### src/rtl/tt_um_up_down_counter.sv
// Loadable up/down counter: synchronous load beats count enable, which beats hold.
// Asynchronous active-low reset clears the count; wraps modulo 2^WIDTH in both directions.
module tt_um_up_down_counter #(
   parameter int WIDTH = 4
) (
   input  logic             clk,
   input  logic             reset,
   input  logic             enable,
   input  logic             set,
   input  logic [WIDTH-1:0] set_value,
   input  logic             up_down,
   output logic [WIDTH-1:0] count
);

   logic [WIDTH-1:0] count_next;

   always_comb begin
      count_next = count;
      if (set) begin
         count_next = set_value;
      end else if (enable) begin
         // Carry/borrow fall off the top bit, giving wrap-around with no saturation
         count_next = up_down ? count + WIDTH'(1) : count - WIDTH'(1);
      end
   end

   always_ff @(posedge clk or negedge reset) begin
      if (!reset) begin
         count <= '0;
      end else begin
         count <= count_next;
      end
   end

endmodule

### config.mk
export PLATFORM = sky130hd
export DESIGN_NAME = tt_um_up_down_counter
export DESIGN_NICKNAME = d
export VERILOG_FILES = /design/src/rtl/tt_um_up_down_counter.sv
export SDC_FILE = /design/constraint.sdc
export NUM_CORES = 1
export LEC_CHECK = 0
export BUFFER_PORTS_ARGS = -buffer_cell sky130_fd_sc_hd__buf_2
export CAP_MARGIN = 0
export CORE_AREA = 2 2 39 41
export DETAILED_ROUTE_END_ITERATION = 7
export DIE_AREA = 0 0 41 43
export PLACE_DENSITY = 0.43
export SETUP_SLACK_MARGIN = 0.05
export SLEW_MARGIN = 25
export SYNTH_ARGS = -nofsm -noshare
export SYNTH_HDL_FRONTEND = slang
export SYNTH_SLANG_ARGS = --single-unit
### constraint.sdc
create_clock -name clk -period 1.4 [get_ports clk]
set_input_delay 0.21 -clock clk [delete_from_list [all_inputs] [get_ports clk]]
set_output_delay 0.21 -clock clk [all_outputs]
set_load 0.05 [all_outputs]
==> results.sh, run 1 <==
export IMPL_drive_gt1_frac=0.529
export IMPL_clock_latency_ns=0.23
export IMPL_grt_max_degree=12
export IMPL_nNetsFinal=65
export IMPL_grt_remaining_overflow=0
export IMPL_worst_setup_path_end_kind="register"
export IMPL_power_switching_w=0.000205
export IMPL_antennaDiodeCount=0
export IMPL_cts_clk_slew_worst_paths_ns=0.04
export IMPL_root_buffer="clkbuf_4"
export IMPL_dp_slack_ns=0.0261
export IMPL_r2r_setup_slack_ns=0.09
export IMPL_gr_usage_met2=0.156
export IMPL_area_delta_synth_final_pct=52.6
export IMPL_seqPwrFrac=0.293
export IMPL_hold_path_class="in -> reg"
export IMPL_dp_hpwl_um=582
export IMPL_top_usage_layer="met2"
export IMPL_largest_register="count"
export IMPL_drv_slew=0
export IMPL_grt_use_total=0.101
export IMPL_numCtsBuffers=3
export IMPL_pwr_density_cell_nw_per_um2=1130
export IMPL_max_clock_freq_mhz=765
export IMPL_core_um2=1380
export IMPL_synth_top_area_share=0.321
export IMPL_routabilityCongestion=0.719
export IMPL_status="completed"
export IMPL_viasPerCell=4.61
export IMPL_peakVddDrop_mv=0.384
export IMPL_htree_levels=1
export IMPL_min_from="set_value[0]"
export IMPL_reg_top3="count x4"
export IMPL_vias=309
export IMPL_port_buffer_count=12
export IMPL_slowest_delay_ns=0.47
export IMPL_drc=0
export IMPL_clock_sinks=4
export IMPL_cp_start_kind="register"
export IMPL_cap_violations=0
export IMPL_hold_viol_final=0
export IMPL_ios=13
export IMPL_cp_max_fo=2
export IMPL_design_area_um2=475
export IMPL_reg2reg_depth=3
export IMPL_critPathKind="reg -> reg"
export IMPL_grt_pass1_wl_um=1170
export IMPL_yosysTopAreaCell="dfrtp_1"
export IMPL_grt_pass1_vias=308
export IMPL_relSlewSlack=0.813
export IMPL_synth_cells=32
export IMPL_synthDistinctLibCells=22
export IMPL_setup_tns_ns=0
export IMPL_yosysSeqAreaShare=0.321
export IMPL_routedWlPerCell_um=10.6
export IMPL_finalCriticalPeriod_ns=1.31
export IMPL_grt_util_met3=0.0157
export IMPL_rsz0062_at_grt="false"
export IMPL_avgSynthCellArea_um2=9.74
export IMPL_p_leak_nw=0.225
export IMPL_placed_area_um2=430
export IMPL_yosys_warnings=0
export IMPL_synth_seq_cells=4
export IMPL_start_util=0.225
export IMPL_ant_nets=0
export IMPL_clkPwrFrac=0.260
export IMPL_slowest_stage="or4b_1"
export IMPL_die_width_um=41
export IMPL_setup_violations=0
export IMPL_clk_path_buf_depth=2
export IMPL_worst_slew_pin_slew_ns=0.277
export IMPL_combPwrFrac=0.447
export IMPL_r2r_start="count[3]$_DFFE_PN0P_"
export IMPL_p_int_w=0.000331
export IMPL_syn_area_um2=312
export IMPL_drt_iter0_drc=0
export IMPL_grt_use_met1=0.115
export IMPL_worst_slack_ns=0.0934
export IMPL_crit_arrival_ns=1.47
export IMPL_worstHoldEndpoint="count[0]$_DFFE_PN0P_"
export IMPL_largest_register_ffs=4
export IMPL_rows=14
export IMPL_die_h_um=43
export IMPL_antenna_found_initial=0
export IMPL_fin_crit_sh=0.933
export IMPL_crit_chain="or4b_1, a221o_1, nand3_2"
export IMPL_cts_tree="done"
export IMPL_fin_skew_ns=0.000418
export IMPL_syn_nets=44
export IMPL_routed_wl_um=708
export IMPL_netSwitchingFraction=0.383
export IMPL_whs_path_depth=3
export IMPL_die_area_um2=1760
export IMPL_dr_pass1_iters=1
export IMPL_r2r_end="count[3]$_DFFE_PN0P_"
export IMPL_synth_area_leaders="dfrtp_1 (32%), ha_1 (8.0%), fa_1 (6.4%), mux2i_1 (6.4%), o21ai_0 (4.8%)"
export IMPL_cp_required_ns=1.56
through the flow:
stage / utilization / std cells / power, W / hold WS (ns)
after floorplan: - / 32 / 0.000320 / -0.0856
after global placement: 0.311 / 62 / 0.000387 / 0.0193
after detailed placement: 0.311 / 62 / 0.000390 / 0.0172
after CTS: 0.335 / 66 / 0.000540 / 0.185
after global routing: 0.344 / 67 / 0.000579 / 0.212
final: 0.344 / 67 / 0.000536 / 0.190
cells in the mapped netlist:
library cell,number
a21oi_1,1
clkbuf_1,1
a221o_1,1
inv_1,1
nor3b_1,1
buf_4,1
or4b_1,1
nor2_1,1
nand2_1,3
ha_1,2
nand3b_1,1
o2bb2ai_1,1
mux2i_1,2
fa_1,1
xnor2_1,1
nand3_1,2
a22oi_1,1
a21o_1,1
nor4bb_1,1
xor2_1,1
dfrtp_1,4
o21ai_0,3
worst max-delay path by stage:
stage	start	to	slack, ns	cells past startpoint
CTS	count[3]$_DFFE_PN0P_	count[3]$_DFFE_PN0P_	0.09	3
global placement	up_down	count[3]$_DFFE_PN0P_	0.05	6
global route	count[3]$_DFFE_PN0P_	count[3]$_DFFE_PN0P_	0.06	3
detailed placement	up_down	count[3]$_DFFE_PN0P_	0.03	6
finish	count[3]$_DFFE_PN0P_	count[3]$_DFFE_PN0P_	0.09	3
floorplan	count[3]$_DFFE_PN0P_	count[3]$_DFFE_PN0P_	-0.03	3
cell usage in the layout, fill, tap and decap left out:
cell type	n
o2bb2ai_1	1
nand3_1	1
buf_2	12
buf_4	5
nor2_1	1
inv_1	1
xnor2_1	1
o21ai_0	2
a22oi_1	1
ha_4	1
fa_2	1
ha_1	1
clkbuf_4	3
nand2_1	3
nor4bb_1	1
dlygate4sd3_1	1
nor3b_1	1
dfrtp_2	4
a21oi_1	1
or4b_1	1
a221o_1	1
nand3_2	1
nand3b_1	1
a21o_1	1
o21ai_1	1
xor2_1	1
mux2i_1	2
critical path: cells and delay by family, from the launching register on:
kind	cells	cell delay (ns)
AO/OA/AOI/OAI	1	0.31
flip-flops	1	0.38
AND/OR/NAND/NOR	2	0.54
layer usage:
| metal | vias up | part of all wire |
|---|---|---|
| met4 | 0 | 0 |
| met2 | 7 | 0.56 |
| met1 | 145 | 0.40 |
| li1 | 157 | - |
| met5 | - | 0 |
| met3 | 0 | 0.041 |
layout make-up:
cell class / instances / area, µm²
repair buffers: 18 / 108
fillers: 148 / 908
flip-flops and latches: 4 / 105
multi-input cells: 25 / 216
inverters: 1 / 3.75
clock buffers: 3 / 22.5
well taps: 16 / 20.0
cell families (layout without fill, tap and decap cells):
kind of cell / Yosys count / in the layout / share of synthesized area
buffers and inverters: 3 / 22 / 0.0482
AO/OA/AOI/OAI: 8 / 8 / 0.173
multiplexers: 2 / 2 / 0.0643
flip-flops: 4 / 4 / 0.321
AND/OR/NAND/NOR: 10 / 10 / 0.193
adder cells (fa/ha/maj): 3 / 3 / 0.145
XOR/XNOR: 2 / 2 / 0.0562
what timing repair did:
item	in CTS	in global routing
hold buffers	1	0
setup buffers	0	1
endpoints found under the setup margin	0	2
hold endpoints to repair	4	0
gates resized for setup	0	2
power by group through the flow:
stage	Sequential, W	Clock, W	Combinational (W)
finish	0.000157	0.000140	0.000240
CTS	0.000159	0.000149	0.000231
floorplan	0.000229	0	0.0000908
detailed placement	0.000161	0	0.000229
global placement	0.000161	0	0.000226
global route	0.000159	0.000157	0.000262
(Power assumes the default switching activity.)
==> run 2: changes to the inputs <==
==> constraint.sdc (replaced) <==
create_clock -name clk -period 1.4 [get_ports clk]
set_input_delay 0.14 -clock clk [delete_from_list [all_inputs] [get_ports clk]]
set_output_delay 0.14 -clock clk [all_outputs]
set_load 0.05 [all_outputs]
==> run 2 against run 1 <==
Hold slack got worse by 0.077 ns. Sequential power barely moved. Global-route usage barely moved. Combinational power rose by 3%. Register-to-register slack barely moved. Flip-flop and latch count did not move. Die area did not move. Non-clock buffer count fell by 1. Utilization did not move. Critical endpoint unchanged. Largest cell class unchanged.
==> results.sh, run 2 (synthesized netlist as in run 1, its figures left out) <==
export IMPL_cp_required_ns=1.56
export IMPL_area_delta_synth_final_pct=52.6
export IMPL_routed_wl_um=694
export IMPL_critPathLaunch="count[3]$_DFFE_PN0P_"
export IMPL_grt_pass1_wl_um=1160
export IMPL_numCtsBuffers=3
export IMPL_grt_use_total=0.101
export IMPL_vias=297
export IMPL_clkPwrFrac=0.259
export IMPL_die_h_um=43
export IMPL_htree_levels=1
export IMPL_cp_start_kind="register"
export IMPL_final_common_cell="buf_2"
export IMPL_r2r_start="count[3]$_DFFE_PN0P_"
export IMPL_cts_tree="done"
export IMPL_netSwitchingFraction=0.383
export IMPL_viasPerCell=4.50
export IMPL_drive_gt1_frac=0.520
export IMPL_slowest_delay_ns=0.46
export IMPL_grt_max_degree=12
export IMPL_dp_cells=62
export IMPL_dr_pass1_iters=2
export IMPL_grt_pass1_vias=303
export IMPL_die_area_um2=1760
export IMPL_crit_arrival_ns=1.48
export IMPL_whs_path_depth=3
export IMPL_port_buffer_count=12
export IMPL_fin_skew_ns=0.000276
export IMPL_largest_register_ffs=4
export IMPL_antenna_found_initial=0
export IMPL_rsz0062_at_grt="true"
export IMPL_combPwrFrac=0.451
export IMPL_mostFrequentLayoutCells="buf_2 (12), dfrtp_2 (4), buf_4 (4), nand2_1 (3), clkbuf_4 (3)"
export IMPL_slowest_stage="or4b_1"
export IMPL_worst_setup_path_end_kind="register"
export IMPL_setup_violations=0
export IMPL_p_leak_nw=0.216
export IMPL_cap_violations=0
export IMPL_grt_remaining_overflow=0
export IMPL_fin_crit_sh=0.943
export IMPL_rows=14
export IMPL_seq_area_um2=105
export IMPL_dp_hpwl_um=606
export IMPL_max_clock_freq_mhz=758
export IMPL_antennaDiodeCount=0
export IMPL_routedWlPerCell_um=10.5
export IMPL_relSlewSlack=0.839
export IMPL_cp_max_fo=2
export IMPL_n_fill_cell=149
export IMPL_peakVddDrop_mv=0.356
export IMPL_hold_viol_final=0
export IMPL_hold_path_class="in -> reg"
export IMPL_largest_register="count"
export IMPL_r2r_setup_slack_ns=0.08
export IMPL_cts_clk_slew_worst_paths_ns=0.04
export IMPL_placed_area_um2=430
export IMPL_multi_input_area_um2=224
export IMPL_clk_path_buf_depth=2
export IMPL_p_int_w=0.000336
export IMPL_crit_chain="or4b_1, a221o_1, nand3_1"
export IMPL_drc=0
export IMPL_critPathKind="reg -> reg"
export IMPL_clock_sinks=4
export IMPL_layoutNonFillerInstCount=66
export IMPL_drv_slew=0
export IMPL_power_switching_w=0.000209
export IMPL_critical_path_endpoint="count[3]$_DFFE_PN0P_"
export IMPL_setup_tns_ns=0
export IMPL_status="completed"
export IMPL_r2r_end="count[3]$_DFFE_PN0P_"
export IMPL_reg2reg_depth=3
export IMPL_worst_slack_ns=0.0803
export IMPL_die_width_um=41
export IMPL_dp_slack_ns=0.0780
export IMPL_postCtsSetupBuffers=0
export IMPL_reg_top3="count x4"
export IMPL_seqPwrFrac=0.289
export IMPL_start_util=0.225
export IMPL_root_buffer="clkbuf_4"
export IMPL_routabilityCongestion=0.729
export IMPL_crit_buf_inv=0
export IMPL_worst_slew_pin_slew_ns=0.238
export IMPL_design_area_um2=475
export IMPL_worst_path_stages=3
export IMPL_ios=13
export IMPL_nNetsFinal=64
export IMPL_critical_path_top_delay_family="simple AND/OR/NAND/NOR gates"
export IMPL_drt_iter0_drc=2
export IMPL_ant_nets=0
export IMPL_pwr_density_cell_nw_per_um2=1150
export IMPL_core_um2=1380
export IMPL_clock_latency_ns=0.23
export IMPL_finalCriticalPeriod_ns=1.32
run 2: changes by cell type in the layout (fill, tap and decap cells not counted):
cell	previous run	this run
buf_4	5	4
ha_1	1	0
ha_4	1	2
nand3_1	1	2
nand3_2	1	0
run 2: cell type report:
class	count	area share
multi-input cells	25	0.471
flip-flops and latches	4	0.221
repair buffers	17	0.211
clock buffers	3	0.0474
well taps	16	0.0421
inverters	1	0.00789
run 2: metal layers:
metal	share of wire	global-route usage
met1	0.45	0.117
met4	0	0.0800
met2	0.51	0.144
met3	0.040	0.0314
met5	0	0
run 2: timing repair:
item,CTS,global route
endpoints found under the hold margin,4,0
gates resized for setup,0,2
endpoints found under the setup margin,0,2
hold buffers,1,0
run 2: how the worst min path moves through the flow:
| stage | from | to | slack, ns |
|---|---|---|---|
| 6_report | set_value[0] | count[0]$_DFFE_PN0P_ | 0.11 |
| 3_5_place_dp | reset | count[0]$_DFFE_PN0P_ | -0.05 |
| 4_1_cts | set_value[0] | count[0]$_DFFE_PN0P_ | 0.11 |
| 5_1_grt | set_value[0] | count[0]$_DFFE_PN0P_ | 0.11 |
| 2_1_floorplan | reset | count[0]$_DFFE_PN0P_ | -0.16 |
| 3_3_place_gp | reset | count[0]$_DFFE_PN0P_ | -0.05 |
run 2: through the flow:
stage | util | power (W) | hold slack (ns)
final | 0.344 | 0.000545 | 0.113
after global routing | 0.344 | 0.000592 | 0.113
after CTS | 0.335 | 0.000542 | 0.107
after detailed placement | 0.311 | 0.000394 | -0.0512
after global placement | 0.311 | 0.000389 | -0.0534
after floorplan | - | 0.000320 | -0.156
run 2: worst reg2reg max path: cells and delay by family, from the launching register on:
family          cells  cell delay [ns]
compound gates      1             0.30
simple gates        2             0.55
flops               1             0.39
run 2: power groups by stage:
stage               Sequential, W  Combinational, W  Clock, W
finish                   0.000158          0.000246  0.000141
global route             0.000161          0.000269  0.000162
CTS                      0.000156          0.000239  0.000147
detailed placement       0.000157          0.000237         0
global placement         0.000157          0.000232         0
floorplan                0.000229         0.0000908         0
==> run 3: changes to the inputs <==
PLACE_DENSITY = 0.44   (was 0.43)
clock period = 1.1 ns   (was 1.4 ns; I/O delays follow)
==> run 3 against run 2 <==
The flow now finishes with violations (negative setup slack). Critical path depth up 1. Via count increased by 14%. Maximum frequency grew 0.17%. Sequential share of layout area shrank 3.8 points. Setup slack got worse by 0.30 ns. Critical path type unchanged. Critical endpoint unchanged. Largest cell class unchanged. Highest routed layer is now met4.
==> results.sh, run 3 (synthesized netlist as in run 1, its figures left out) <==
export IMPL_status="finished with violations"
export IMPL_violations="negative setup slack"
export IMPL_viasPerCell=4.76
export IMPL_routedWlPerCell_um=12.0
export IMPL_start_util=0.225
export IMPL_multi_input_area_um2=231
export IMPL_cap_violations=0
export IMPL_cp_max_fo=3
export IMPL_dr_pass1_iters=4
export IMPL_n_fill_cell=148
export IMPL_pwr_density_cell_nw_per_um2=1430
export IMPL_drive_gt1_frac=0.582
export IMPL_cts_tree="done"
export IMPL_clk_path_buf_depth=2
export IMPL_max_clock_freq_mhz=759
export IMPL_crit_arrival_ns=1.48
export IMPL_antennaDiodeCount=0
export IMPL_drt_iter0_drc=2
export IMPL_mostFrequentLayoutCells="buf_2 (8), buf_4 (5), dfrtp_2 (4), buf_8 (4), buf_6 (4)"
export IMPL_clkPwrFrac=0.222
export IMPL_port_buffer_count=12
export IMPL_critPathKind="reg -> reg"
export IMPL_setup_violations=4
export IMPL_fin_crit_sh=1.20
export IMPL_htree_levels=1
export IMPL_finalCriticalPeriod_ns=1.32
export IMPL_cp_required_ns=1.26
export IMPL_cp_start_kind="register"
export IMPL_routed_wl_um=853
export IMPL_routabilityCongestion=0.724
export IMPL_worst_setup_path_end_kind="register"
export IMPL_root_buffer="clkbuf_4"
export IMPL_placed_area_um2=453
export IMPL_clock_latency_ns=0.24
export IMPL_drc=0
export IMPL_grt_pass1_vias=348
export IMPL_grt_remaining_overflow=0
export IMPL_nNetsFinal=69
export IMPL_hold_path_class="in -> reg"
export IMPL_power_switching_w=0.000298
export IMPL_seq_area_um2=105
export IMPL_relSlewSlack=0.810
export IMPL_dp_hpwl_um=607
export IMPL_area_delta_synth_final_pct=84.7
export IMPL_die_h_um=43
export IMPL_holdWs_ns=0.0872
export IMPL_drv_slew=0
export IMPL_seqPwrFrac=0.247
export IMPL_peakVddDrop_mv=0.573
export IMPL_die_width_um=41
export IMPL_numCtsBuffers=3
export IMPL_rows=14
export IMPL_combPwrFrac=0.532
export IMPL_worst_slack_ns=-0.217
export IMPL_grt_max_degree=12
export IMPL_fin_skew_ns=0.00210
export IMPL_antenna_found_initial=0
export IMPL_ant_nets=0
export IMPL_p_int_w=0.000524
export IMPL_worst_slew_pin_slew_ns=0.281
export IMPL_reg_top3="count x4"
export IMPL_hold_viol_final=0
export IMPL_rsz0062_at_grt="true"
export IMPL_grt_use_total=0.127
export IMPL_largest_register_ffs=4
export IMPL_clock_sinks=4
export IMPL_die_area_um2=1760
export IMPL_vias=338
export IMPL_largest_register="count"
export IMPL_grt_pass1_wl_um=1410
export IMPL_p_leak_nw=0.264
export IMPL_cts_clk_slew_worst_paths_ns=0.04
export IMPL_final_common_cell="buf_2"
export IMPL_netSwitchingFraction=0.362
export IMPL_design_area_um2=576
export IMPL_ios=13
export IMPL_core_um2=1380
==> run 3: cell types whose count changed in the layout (fill, tap and decap cells not counted), sizes merged <==
| cell | before | now |
|---|---|---|
| buf | 16 | 21 |
==> run 3: what timing repair did <==
item                                    in CTS  in global routing
setup buffers                                0                  2
gates resized for setup                     14                  7
endpoints found under the setup margin       7                  7
gates cloned                                 0                  0
hold buffers                                 1                  0
hold endpoints to repair                     4                  0
==> run 3: routing by layer <==
| metal | GRT usage | wire, µm | vias up |
|---|---|---|---|
| li1 | - | - | 167 |
| met1 | 0.134 | 314 | 156 |
| met2 | 0.191 | 472 | 11 |
| met3 | 0.0314 | 35 | 4 |
| met4 | 0.120 | 31 | 0 |
| met5 | 0 | 0 | - |
==> run 3: per-stage QoR <==
stage / util / instances / TNS, ns / power (W) / setup WS [ns]
after floorplan: - / 32 / -0.854 / 0.000407 / -0.327
after global placement: 0.327 / 65 / -0.459 / 0.000515 / -0.181
after detailed placement: 0.327 / 65 / -0.527 / 0.000520 / -0.213
after CTS: 0.380 / 69 / -0.526 / 0.000773 / -0.220
after global routing: 0.416 / 71 / -0.740 / 0.000885 / -0.253
final: 0.416 / 71 / -0.548 / 0.000821 / -0.217
==> run 3: area by class of cell <==
class | count | share of cell area
multi-input combinational | 25 | 0.402
timing repair buffer | 22 | 0.335
sequential | 4 | 0.183
clock buffer | 3 | 0.0391
tap | 16 | 0.0348
inverter | 1 | 0.00652
==> run 3: path summary, 6_finish.rpt <==
kind | startpoint | to | slack, ns | cells after the start
min | set_value[0] | count[0]$_DFFE_PN0P_ | 0.09 | 3
max | count[1]$_DFFE_PN0P_ | count[3]$_DFFE_PN0P_ | -0.22 | 4
max in group asynchronous | reset | count[1]$_DFFE_PN0P_ | 0.77 | 2
max reg2reg | count[1]$_DFFE_PN0P_ | count[3]$_DFFE_PN0P_ | -0.22 | 4
min reg2reg | count[3]$_DFFE_PN0P_ | count[3]$_DFFE_PN0P_ | 0.67 | 3
min in group asynchronous | reset | count[0]$_DFFE_PN0P_ | 0.21 | 2
==> run 3: power groups by stage <==
stage | clock network [W] | registers (W) | logic, W
2_1_floorplan | 0 | 0.000292 | 0.000116
3_3_place_gp | 0 | 0.000197 | 0.000318
3_5_place_dp | 0 | 0.000199 | 0.000321
4_1_cts | 0.000195 | 0.000199 | 0.000379
5_1_grt | 0.000206 | 0.000207 | 0.000472
6_report | 0.000182 | 0.000203 | 0.000437
==> run 3: critical path, cell delays in order (launching register included) <==
cell	delay, ns
dfrtp_2	0.43
ha_4	0.22
a21o_1	0.16
a221o_1	0.34
nand3_1	0.09
